--- config.mk ---
export PLATFORM = sky130hd
export DESIGN_NAME = multicycle_control_v2
export DESIGN_NICKNAME = d
export VERILOG_FILES = /design/src/rtl/multicycle_control_v2.sv
export SDC_FILE = /design/constraint.sdc
export NUM_CORES = 1
export LEC_CHECK = 0
export CORE_MARGIN = 4
export CORE_UTILIZATION = 46
export CTS_CLUSTER_SIZE = 25
export DETAILED_ROUTE_END_ITERATION = 12
export PLACE_DENSITY_LB_ADDON = 0.05
export SYNTH_ARGS = -nofsm -noshare
export SYNTH_HDL_FRONTEND = slang
export SYNTH_SLANG_ARGS = --single-unit
--- constraint.sdc ---
create_clock -name clk -period 2.42 [get_ports clk]
set_input_delay 0.484 -clock clk [delete_from_list [all_inputs] [get_ports clk]]
set_output_delay 0.484 -clock clk [all_outputs]
set_load 0.1 [all_outputs]
--- src/rtl/multicycle_control_v2.sv ---
// Control FSM for the multicycle RV32I datapath: memory ready/wait handshake,
// full branch set, optional JALR/LUI decode, illegal-opcode trap and a
// retired-instruction counter. Outputs are decoded from the registered state;
// only the fetch/branch PC enables and the handshake-qualified strobes also
// look at the current inputs.
module multicycle_control_v2 #(
    parameter int MEM_WAIT_EN = 1,
    parameter int ALUCTRL_W   = 4,
    parameter int EXT_EN      = 1,
    parameter int CNT_W       = 32
) (
    input  logic                 clk,
    input  logic                 reset,
    input  logic [31:0]          Instr,
    input  logic [3:0]           ALUFlags,
    input  logic                 MemReady,
    output logic                 PCWrite,
    output logic                 AdrSrc,
    output logic                 MemRead,
    output logic                 MemWrite,
    output logic                 IRWrite,
    output logic [1:0]           ResultSrc,
    output logic [1:0]           ALUSrcA,
    output logic [1:0]           ALUSrcB,
    output logic [2:0]           ImmSrc,
    output logic                 RegWrite,
    output logic [ALUCTRL_W-1:0] ALUControl,
    output logic [1:0]           MemSize,
    output logic                 MemUnsigned,
    output logic                 Illegal,
    output logic                 InstrDone,
    output logic [CNT_W-1:0]     InstRet
);

    typedef enum logic [3:0] {
        FETCH, DECODE, EXEC_R, EXEC_I, MEM_ADR, MEM_READ, MEM_WB, MEM_WRITE,
        ALU_WB, BRANCH, JAL, JMP, JALR, LUI, AUIPC, ILLEGAL
    } state_t;

    localparam logic [3:0] ALU_ADD = 4'd0, ALU_SUB = 4'd1, ALU_AND = 4'd2,
                           ALU_OR = 4'd3, ALU_XOR = 4'd4, ALU_SLT = 4'd5,
                           ALU_SLL = 4'd6, ALU_SRL = 4'd7, ALU_SRA = 4'd8,
                           ALU_SLTU = 4'd9, ALU_PASSB = 4'd10;

    state_t     state, state_n;
    logic [6:0] opcode;
    logic [2:0] funct3;
    logic       mem_rdy;
    logic       taken;
    logic       done;
    logic [3:0] alu_op;
    logic       unused_instr;

    assign opcode  = Instr[6:0];
    assign funct3  = Instr[14:12];
    // Without wait states every access completes in the cycle it is issued.
    assign mem_rdy = (MEM_WAIT_EN != 0) ? MemReady : 1'b1;
    assign unused_instr = ^{Instr[31], Instr[29:15], Instr[11:7]};

    // funct3 -> ALU operation; alt selects SUB / SRA.
    function automatic logic [3:0] alu_decode(input logic [2:0] f3, input logic alt);
        case (f3)
            3'b000:  return alt ? ALU_SUB : ALU_ADD;
            3'b001:  return ALU_SLL;
            3'b010:  return ALU_SLT;
            3'b011:  return ALU_SLTU;
            3'b100:  return ALU_XOR;
            3'b101:  return alt ? ALU_SRA : ALU_SRL;
            3'b110:  return ALU_OR;
            default: return ALU_AND;
        endcase
    endfunction

    // Branch condition from the SUB flags {N,Z,C,V}; C means no borrow.
    always_comb begin
        taken = 1'b0;
        case (funct3)
            3'b000:  taken = ALUFlags[2];
            3'b001:  taken = !ALUFlags[2];
            3'b100:  taken = ALUFlags[3] ^ ALUFlags[0];
            3'b101:  taken = !(ALUFlags[3] ^ ALUFlags[0]);
            3'b110:  taken = !ALUFlags[1];
            3'b111:  taken = ALUFlags[1];
            default: taken = 1'b0;
        endcase
    end

    // State register.
    always_ff @(posedge clk) begin
        if (reset) state <= FETCH;
        else       state <= state_n;
    end

    // Retire counter and sticky trap flag.
    always_ff @(posedge clk) begin
        if (reset) begin
            InstRet <= '0;
            Illegal <= 1'b0;
        end else begin
            if (done)               InstRet <= InstRet + CNT_W'(1);
            if (state_n == ILLEGAL) Illegal <= 1'b1;
        end
    end

    // Next-state and output decode.
    always_comb begin
        state_n     = state;
        PCWrite     = 1'b0;
        AdrSrc      = 1'b0;
        MemRead     = 1'b0;
        MemWrite    = 1'b0;
        IRWrite     = 1'b0;
        ResultSrc   = 2'b00;
        ALUSrcA     = 2'b00;
        ALUSrcB     = 2'b00;
        ImmSrc      = 3'b000;
        RegWrite    = 1'b0;
        alu_op      = ALU_ADD;
        MemSize     = 2'b10;
        MemUnsigned = 1'b0;
        done        = 1'b0;
        case (state)
            FETCH: begin
                MemRead = 1'b1;
                ALUSrcB = 2'b10;
                IRWrite = mem_rdy;
                PCWrite = mem_rdy;
                if (mem_rdy) state_n = DECODE;
            end
            DECODE: begin
                ALUSrcA = 2'b01;
                ALUSrcB = 2'b01;
                ImmSrc  = 3'b010;
                case (opcode)
                    7'b0110011: state_n = EXEC_R;
                    7'b0010011: state_n = EXEC_I;
                    7'b0000011,
                    7'b0100011: state_n = MEM_ADR;
                    7'b1100011: state_n = BRANCH;
                    7'b1101111: state_n = JAL;
                    7'b1100111: state_n = (EXT_EN != 0) ? JALR : ILLEGAL;
                    7'b0110111: state_n = (EXT_EN != 0) ? LUI : ILLEGAL;
                    7'b0010111: state_n = AUIPC;
                    default:    state_n = ILLEGAL;
                endcase
            end
            EXEC_R: begin
                ALUSrcA = 2'b10;
                alu_op  = alu_decode(funct3, Instr[30]);
                state_n = ALU_WB;
            end
            EXEC_I: begin
                // rs1 is the first operand; bit 30 only distinguishes SRAI.
                ALUSrcA = 2'b10;
                ALUSrcB = 2'b01;
                alu_op  = alu_decode(funct3, Instr[30] && (funct3 == 3'b101));
                state_n = ALU_WB;
            end
            MEM_ADR: begin
                ALUSrcA = 2'b10;
                ALUSrcB = 2'b01;
                ImmSrc  = Instr[5] ? 3'b001 : 3'b000;
                state_n = Instr[5] ? MEM_WRITE : MEM_READ;
            end
            MEM_READ: begin
                AdrSrc      = 1'b1;
                MemRead     = 1'b1;
                MemSize     = Instr[13:12];
                MemUnsigned = Instr[14];
                if (mem_rdy) state_n = MEM_WB;
            end
            MEM_WB: begin
                ResultSrc = 2'b01;
                RegWrite  = 1'b1;
                done      = 1'b1;
                state_n   = FETCH;
            end
            MEM_WRITE: begin
                AdrSrc   = 1'b1;
                MemWrite = 1'b1;
                MemSize  = Instr[13:12];
                if (mem_rdy) begin
                    done    = 1'b1;
                    state_n = FETCH;
                end
            end
            ALU_WB: begin
                RegWrite = 1'b1;
                done     = 1'b1;
                state_n  = FETCH;
            end
            BRANCH: begin
                ALUSrcA = 2'b10;
                alu_op  = ALU_SUB;
                if (funct3[2:1] == 2'b01) begin
                    state_n = ILLEGAL;
                end else begin
                    PCWrite = taken;
                    done    = 1'b1;
                    state_n = FETCH;
                end
            end
            JAL, JALR: begin
                // Link value OldPC+4 is written while the target is formed next.
                ALUSrcA   = 2'b01;
                ALUSrcB   = 2'b10;
                ResultSrc = 2'b10;
                RegWrite  = 1'b1;
                state_n   = JMP;
            end
            JMP: begin
                // Opcode bit 3 separates JAL (PC-relative) from JALR (rs1-based).
                ALUSrcA   = Instr[3] ? 2'b01 : 2'b10;
                ALUSrcB   = 2'b01;
                ImmSrc    = Instr[3] ? 3'b100 : 3'b000;
                ResultSrc = 2'b10;
                PCWrite   = 1'b1;
                done      = 1'b1;
                state_n   = FETCH;
            end
            LUI: begin
                ALUSrcB = 2'b01;
                ImmSrc  = 3'b011;
                alu_op  = ALU_PASSB;
                state_n = ALU_WB;
            end
            AUIPC: begin
                ALUSrcA = 2'b01;
                ALUSrcB = 2'b01;
                ImmSrc  = 3'b011;
                state_n = ALU_WB;
            end
            ILLEGAL: state_n = ILLEGAL;
            default: state_n = FETCH;
        endcase
    end

    assign ALUControl = ALUCTRL_W'(alu_op);
    assign InstrDone  = done;

endmodule

==> summary.md, run 1 <==
| Metric | Value |
|---|---|
| I/O Buffers | `73` |
| Seq cells post-synth | `37` |
| Hold Crit Depth | `2` |
| Initial antenna violation count | `0` |
| Routed via count | `3008` |
| Post-Syn Area | `2690 um2` |
| Syn nets | `394` |
| GRT Total Usage | `21.8%` |
| Hold_ws | `0.471 ns` |
| Status | `completed` |
| CTS tree | `done` |
| LEAKAGE | `1.58 nW` |
| Mean area per synthesized cell | `7.60 um2` |
| Clock transition at path regs | `0.07 ns` |
| Top Layer Used | `met4` |
| Worst Skew | `0.00615 ns` |
| Minimum clock period | `2.33 ns` |
| Main area contributors after synthesis | `dfxtp_1 (28%), a21oi_1 (5.8%), mux2_2 (4.6%), nor2_1 (4.2%), nor2b_1 (4.0%)` |
| Post-synth top area share | `27.5%` |
| Max Cap Viol | `0` |
| Clk Latency, worst-skew pair | `0.29 ns` |
| Finish-stage setup viols | `0` |
| Required time worst endpoint | `1.94 ns` |
| Grt ovf | `0` |
| Die Span X | `84.5 um` |
| WL met3 | `324 um` |
| Die area | `7130 um2` |
| CP endpoint kind | `primary output` |
| Ports | `95` |
| CP top delay family | `buffers and inverters` |
| Met2 WL | `3.97 mm` |
| Final Hold Fails | `0` |
| Vias in the first global route | `2861` |
| Synth Instances | `354` |
| Netlist cell types | `60` |
| Ys flop type | `dfxtp_1` |
| Placed wire-length estimate | `6.08 mm` |
| Hold_buf cts | `0` |
| DIE HEIGHT | `84.5 um` |
| Layout area overhead | `53.4%` |
| Crit Path Max Fanout | `1` |
| Routed Antenna Nets | `0` |
| Layout Nets | `480` |
| Initial Util | `48.2%` |
| DRC errors left | `0` |
| Hold WC Path Type | `flop to flop` |
| Root Driver | `clkbuf_8` |
| M1 wire length | `3.47 mm` |
| Drt total wl | `7.88 mm` |
| Final Cycle Share | `96.2%` |
| Crit-path max cell delay | `0.45 ns` |
| Largest net degree at the start of global routing | `50` |
| Post-synthesis sequential area ratio | `27.5%` |
| First-pass GRT wire length | `13.3 mm` |
| Diodes inserted | `0` |
| Worst EP arrival | `1.85 ns` |
| Core ar. | `5570 um2` |
| CP Launch Type | `primary input` |
| Cell taking the most area after synthesis | `dfxtp_1` |
| Row cnt | `27` |
| H-tree levels | `2` |
| Fmax | `429 MHz` |
| Syn. warnings | `0` |
| Final GP Congestion | `0.885` |
| Vias/cell | `5.88` |
| Fraction of layout cells with a size suffix above 1 | `38.0%` |
| Pins Over Slew Limit | `0` |
| Slowest-stage cell, CP | `clkdlybuf4s50_1` |
| Slew HR | `69.0%` |
| CTS Buf Count | `5` |
| DRT Pass-1 Iters | `4` |
| EDFF count, synth | `0` |
| WP buf/inv | `2` |
| P per Cell Area | `994 nW/um2` |
| Iteration-0 DRC Markers | `113` |
| Most common cell in the synthesized netlist | `dfxtp_1` |
| Critical Path Stages | `7` |
| Worst-Margin Slew | `0.466 ns` |
| Top cells by count, synth | `dfxtp_1 (37), a21oi_1 (31), nor2_1 (30)` |
| RSZ-0062 raised after global routing | `false` |
| WL per Instance | `15.4 um` |
| Asr flop ratio synth | `0%` |
| Critical Path, Cell by Cell | `clkdlybuf4s50_1, nand2_1, o21ai_2, xnor2_1, a211oi_2, o21bai_4, buf_12` |
| Setup TNS | `0 ns` |
| Crit Path Class | `primary input to primary output` |
| Sink Count | `37` |
| Reg2Reg Depth | `7` |
| Peak supply drop | `0.944 mV` |
| CTS Buffer Depth | `2` |
-- cells by family (layout without fill, tap and decap cells) --
group | Yosys count | count (layout) | synth area share, %
compound gates | 85 | 85 | 21.7
xor+xnor | 5 | 5 | 1.63
fa+ha+maj | 1 | 1 | 0.465
buf+inv | 40 | 126 | 6.42
flops | 37 | 37 | 27.5
mux | 16 | 16 | 6.56
simple gates | 170 | 170 | 35.7
-- tightest hold or removal path: stages, from the launching register on --
cell      delay, ns
dfxtp_1        0.33
nand2b_1       0.06
o41ai_1        0.05
-- metal layers --
layer / vias to the layer above / global-route usage, %
met5: - / 0
met4: 0 / 7.05
met3: 10 / 4.12
met2: 92 / 39.0
met1: 1421 / 26.3
li1: 1485 / -
-- registers in the layout (all words and copies together) (netlist names) --
signal   cells
InstRet     32
Illegal      1
state        4
-- repair_timing --
item	CTS	global route
buffers inserted	1	0
gates resized for setup	6	12
pin swaps	3	6
cloned	0	0
endpoints found under the setup margin	4	9
-- where the power goes --
group	internal (W)	switching, W
Clock	0.000226	0.000206
Sequential	0.000649	0.0000833
Combinational	0.00106	0.00187
-- layout by cell type, fill, tap and decap left out, types with 10 or more instances in the layout --
master | Yosys | layout
clkdlybuf4s50_1 | 0 | 12
buf_12 | 0 | 26
a21oi_1 | 31 | 31
nand3_1 | 14 | 14
buf_4 | 1 | 60
inv_1 | 12 | 10
o21ai_0 | 17 | 14
mux2_2 | 11 | 11
nor2_1 | 30 | 25
nor2b_1 | 17 | 16
nor4_1 | 12 | 11
or3_1 | 11 | 11
nand2_1 | 24 | 23
dfxtp_2 | 0 | 28
-- through the flow --
step,instances,power (W),area [um2],utilization (%),setup WS [ns]
2_1_floorplan,354,0.00263,2870,-,-0.344
3_3_place_gp,505,0.00362,3990,71.6,-0.128
3_5_place_dp,505,0.00365,3990,71.6,-0.178
4_1_cts,513,0.00410,4090,73.4,-0.0124
5_1_grt,512,0.00428,4130,74.0,0.0308
6_report,512,0.00410,4130,74.0,0.0909
-- path summary, 6_finish.rpt --
kind,slack (ns),to,startpoint
min,0.47,Illegal,Illegal
max reg2reg,0.28,InstRet[24],state[3]
min reg2reg,0.47,Illegal,Illegal
max,0.09,PCWrite,ALUFlags[1]
-- layout make-up --
cell class / instances / area, um2
clock buffers: 7 / 86.3
flip-flops and latches: 37 / 776
multi-input cells: 277 / 1940
inverters: 14 / 62.6
fillers: 436 / 1450
well taps: 72 / 90.1
repair buffers: 105 / 1170
Note: power is estimated with default switching activity, not from simulation.
==> run 2: changes to the inputs <==
CORE_UTILIZATION = 55   (was 46)
CTS_BUF_LIST = sky130_fd_sc_hd__clkbuf_8   (was unset)
DONT_BUFFER_PORTS = 1   (was unset)
==> summary.md, run 2 (synthesis gave the netlist of run 1 again) <==
| Metric | Value |
|---|---|
| LEAKAGE | `1.43 nW` |
| Hold WC Path Type | `primary input to flop` |
| Worst EP arrival | `1.83 ns` |
| M2 GR Usage | `47.9%` |
| Crit Path Max Fanout | `23` |
| Crit-path max cell delay | `0.48 ns` |
| CP dominant cell by count | `buf_12` |
| I/O Buffers | `0` |
| Worst-Margin Slew | `0.987 ns` |
| Crit Path Class | `flop to primary output` |
| Routed via count | `2912` |
| Ports | `95` |
| Biggest registers after layout | `InstRet (32), state (4), Illegal (1)` |
| Sink Count | `37` |
| Critical Path, Cell by Cell | `buf_12, nor4_1, and2_4, o21bai_4, buf_12` |
| Final GP Congestion | `0.873` |
| Root Driver | `clkbuf_8` |
| Vias/cell | `6.04` |
| Initial antenna violation count | `0` |
| GRT Total Usage | `26.6%` |
| Slowest-stage cell, CP | `nor4_1` |
| Required time worst endpoint | `1.94 ns` |
| CTS Buf Count | `5` |
| Largest net degree at the start of global routing | `52` |
| Fraction of layout cells with a size suffix above 1 | `38.1%` |
| Clock transition at path regs | `0.07 ns` |
| Placed inst area | `3680 um2` |
| P per Cell Area | `1050 nW/um2` |
| Met1 Use GR | `29.4%` |
| CP endpoint kind | `primary output` |
| Hold_ws | `0.234 ns` |
| Max Cap Viol | `0` |
| First-pass GRT wire length | `13.2 mm` |
| CP Launch Type | `flop` |
| Peak supply drop | `0.741 mV` |
| WL per Instance | `16.6 um` |
| Minimum clock period | `2.31 ns` |
| Slew HR | `34.1%` |
| Post-layout instance area | `3850 um2` |
| Status | `completed` |
| Layout Nets | `455` |
| Layout area overhead | `43.2%` |
| DRC errors left | `0` |
| Fmax | `432 MHz` |
| Vias in the first global route | `2846` |
| Fin util | `81.5%` |
| Hold_buf cts | `0` |
| Diodes inserted | `0` |
| Top reg by flops | `InstRet` |
| Met3 Use GR | `6.15%` |
| Most frequent cells in the layout | `buf_4 (57), a21oi_1 (31), dfxtp_2 (26)` |
| Clk Latency, worst-skew pair | `0.30 ns` |
| Grt ovf | `0` |
| CTS Buffer Depth | `2` |
| RSZ-0062 raised after global routing | `false` |
| WP buf/inv | `2` |
| CTS tree | `done` |
| Die Span X | `77.9 um` |
| Iteration-0 DRC Markers | `209` |
| H-tree levels | `2` |
| DRT Pass-1 Iters | `4` |
| Placed wire-length estimate | `5.77 mm` |
| Pins Over Slew Limit | `0` |
| Die area | `6070 um2` |
| Initial Util | `56.9%` |
| Row cnt | `25` |
| GR peak layer | `met2` |
| Routed Antenna Nets | `0` |
| DIE HEIGHT | `77.9 um` |
| Final Cycle Share | `95.5%` |
| Final Hold Fails | `0` |
| Core ar. | `4720 um2` |
| CP top delay family | `simple AND/OR/NAND/NOR gates` |
| Commonest non-fill, non-tap cell in the layout | `buf_4` |
| Drt total wl | `7.99 mm` |
| Finish-stage setup viols | `0` |
| Max reg flops | `32` |
| Worst Skew | `0.00637 ns` |
run 2: cell count changes in the layout (fill, tap and decap cells not counted), sizes merged:
| cell | change |
|---|---|
| buf | -8 |
| inv | +1 |
| clkbuf | -1 |
| clkdlybuf4s50 | -12 |
| dlymetal6s2s | -3 |
| dlygate4sd2 | -2 |
run 2: repair_timing:
action	in CTS	in global routing
endpoints found under the hold margin	0	0
resized for setup	4	7
pin swaps	0	1
endpoints found under the setup margin	4	8
setup buffers	0	7
run 2: path summary, 6_finish.rpt:
check / cells past startpoint / slack, ns / endpoint / startpoint
min: 1 / 0.23 / InstRet[2] / reset
max: 5 / 0.11 / PCWrite / state[0]
max reg2reg: 7 / 0.21 / InstRet[25] / state[0]
min reg2reg: 2 / 0.52 / InstRet[17] / InstRet[17]
run 2: metrics by stage:
step	instances	power (W)	setup slack, ns	setup TNS (ns)
2_1_floorplan	354	0.00263	-0.344	-1.56
3_3_place_gp	468	0.00347	0.246	0
3_5_place_dp	468	0.00351	0.226	0
4_1_cts	475	0.00396	-0.0268	-0.0268
5_1_grt	482	0.00420	0.00738	0
6_report	482	0.00406	0.108	0
run 2: area by class of cell:
class | count | area [um2]
clock buffers | 6 | 82.6
clock inverters | 1 | 3.75
fillers | 309 | 873
inverters | 14 | 62.6
multi-input cells | 277 | 1960
flip-flops and latches | 37 | 777
well taps | 67 | 83.8
repair buffers | 80 | 880
run 2: where the power goes:
group | switching, W | leakage [nW] | total [W] | internal (W)
Combinational | 0.00187 | 1.07 | 0.00290 | 0.00103
Clock | 0.000216 | 0.0485 | 0.000438 | 0.000222
Sequential | 0.0000715 | 0.313 | 0.000720 | 0.000649
run 2: per-layer routing:
metal / up-vias / part of all wire, %
met3: 18 / 6.0
met4: 0 / 2.8
met5: - / 0
met2: 98 / 53
li1: 1430 / -
met1: 1366 / 38
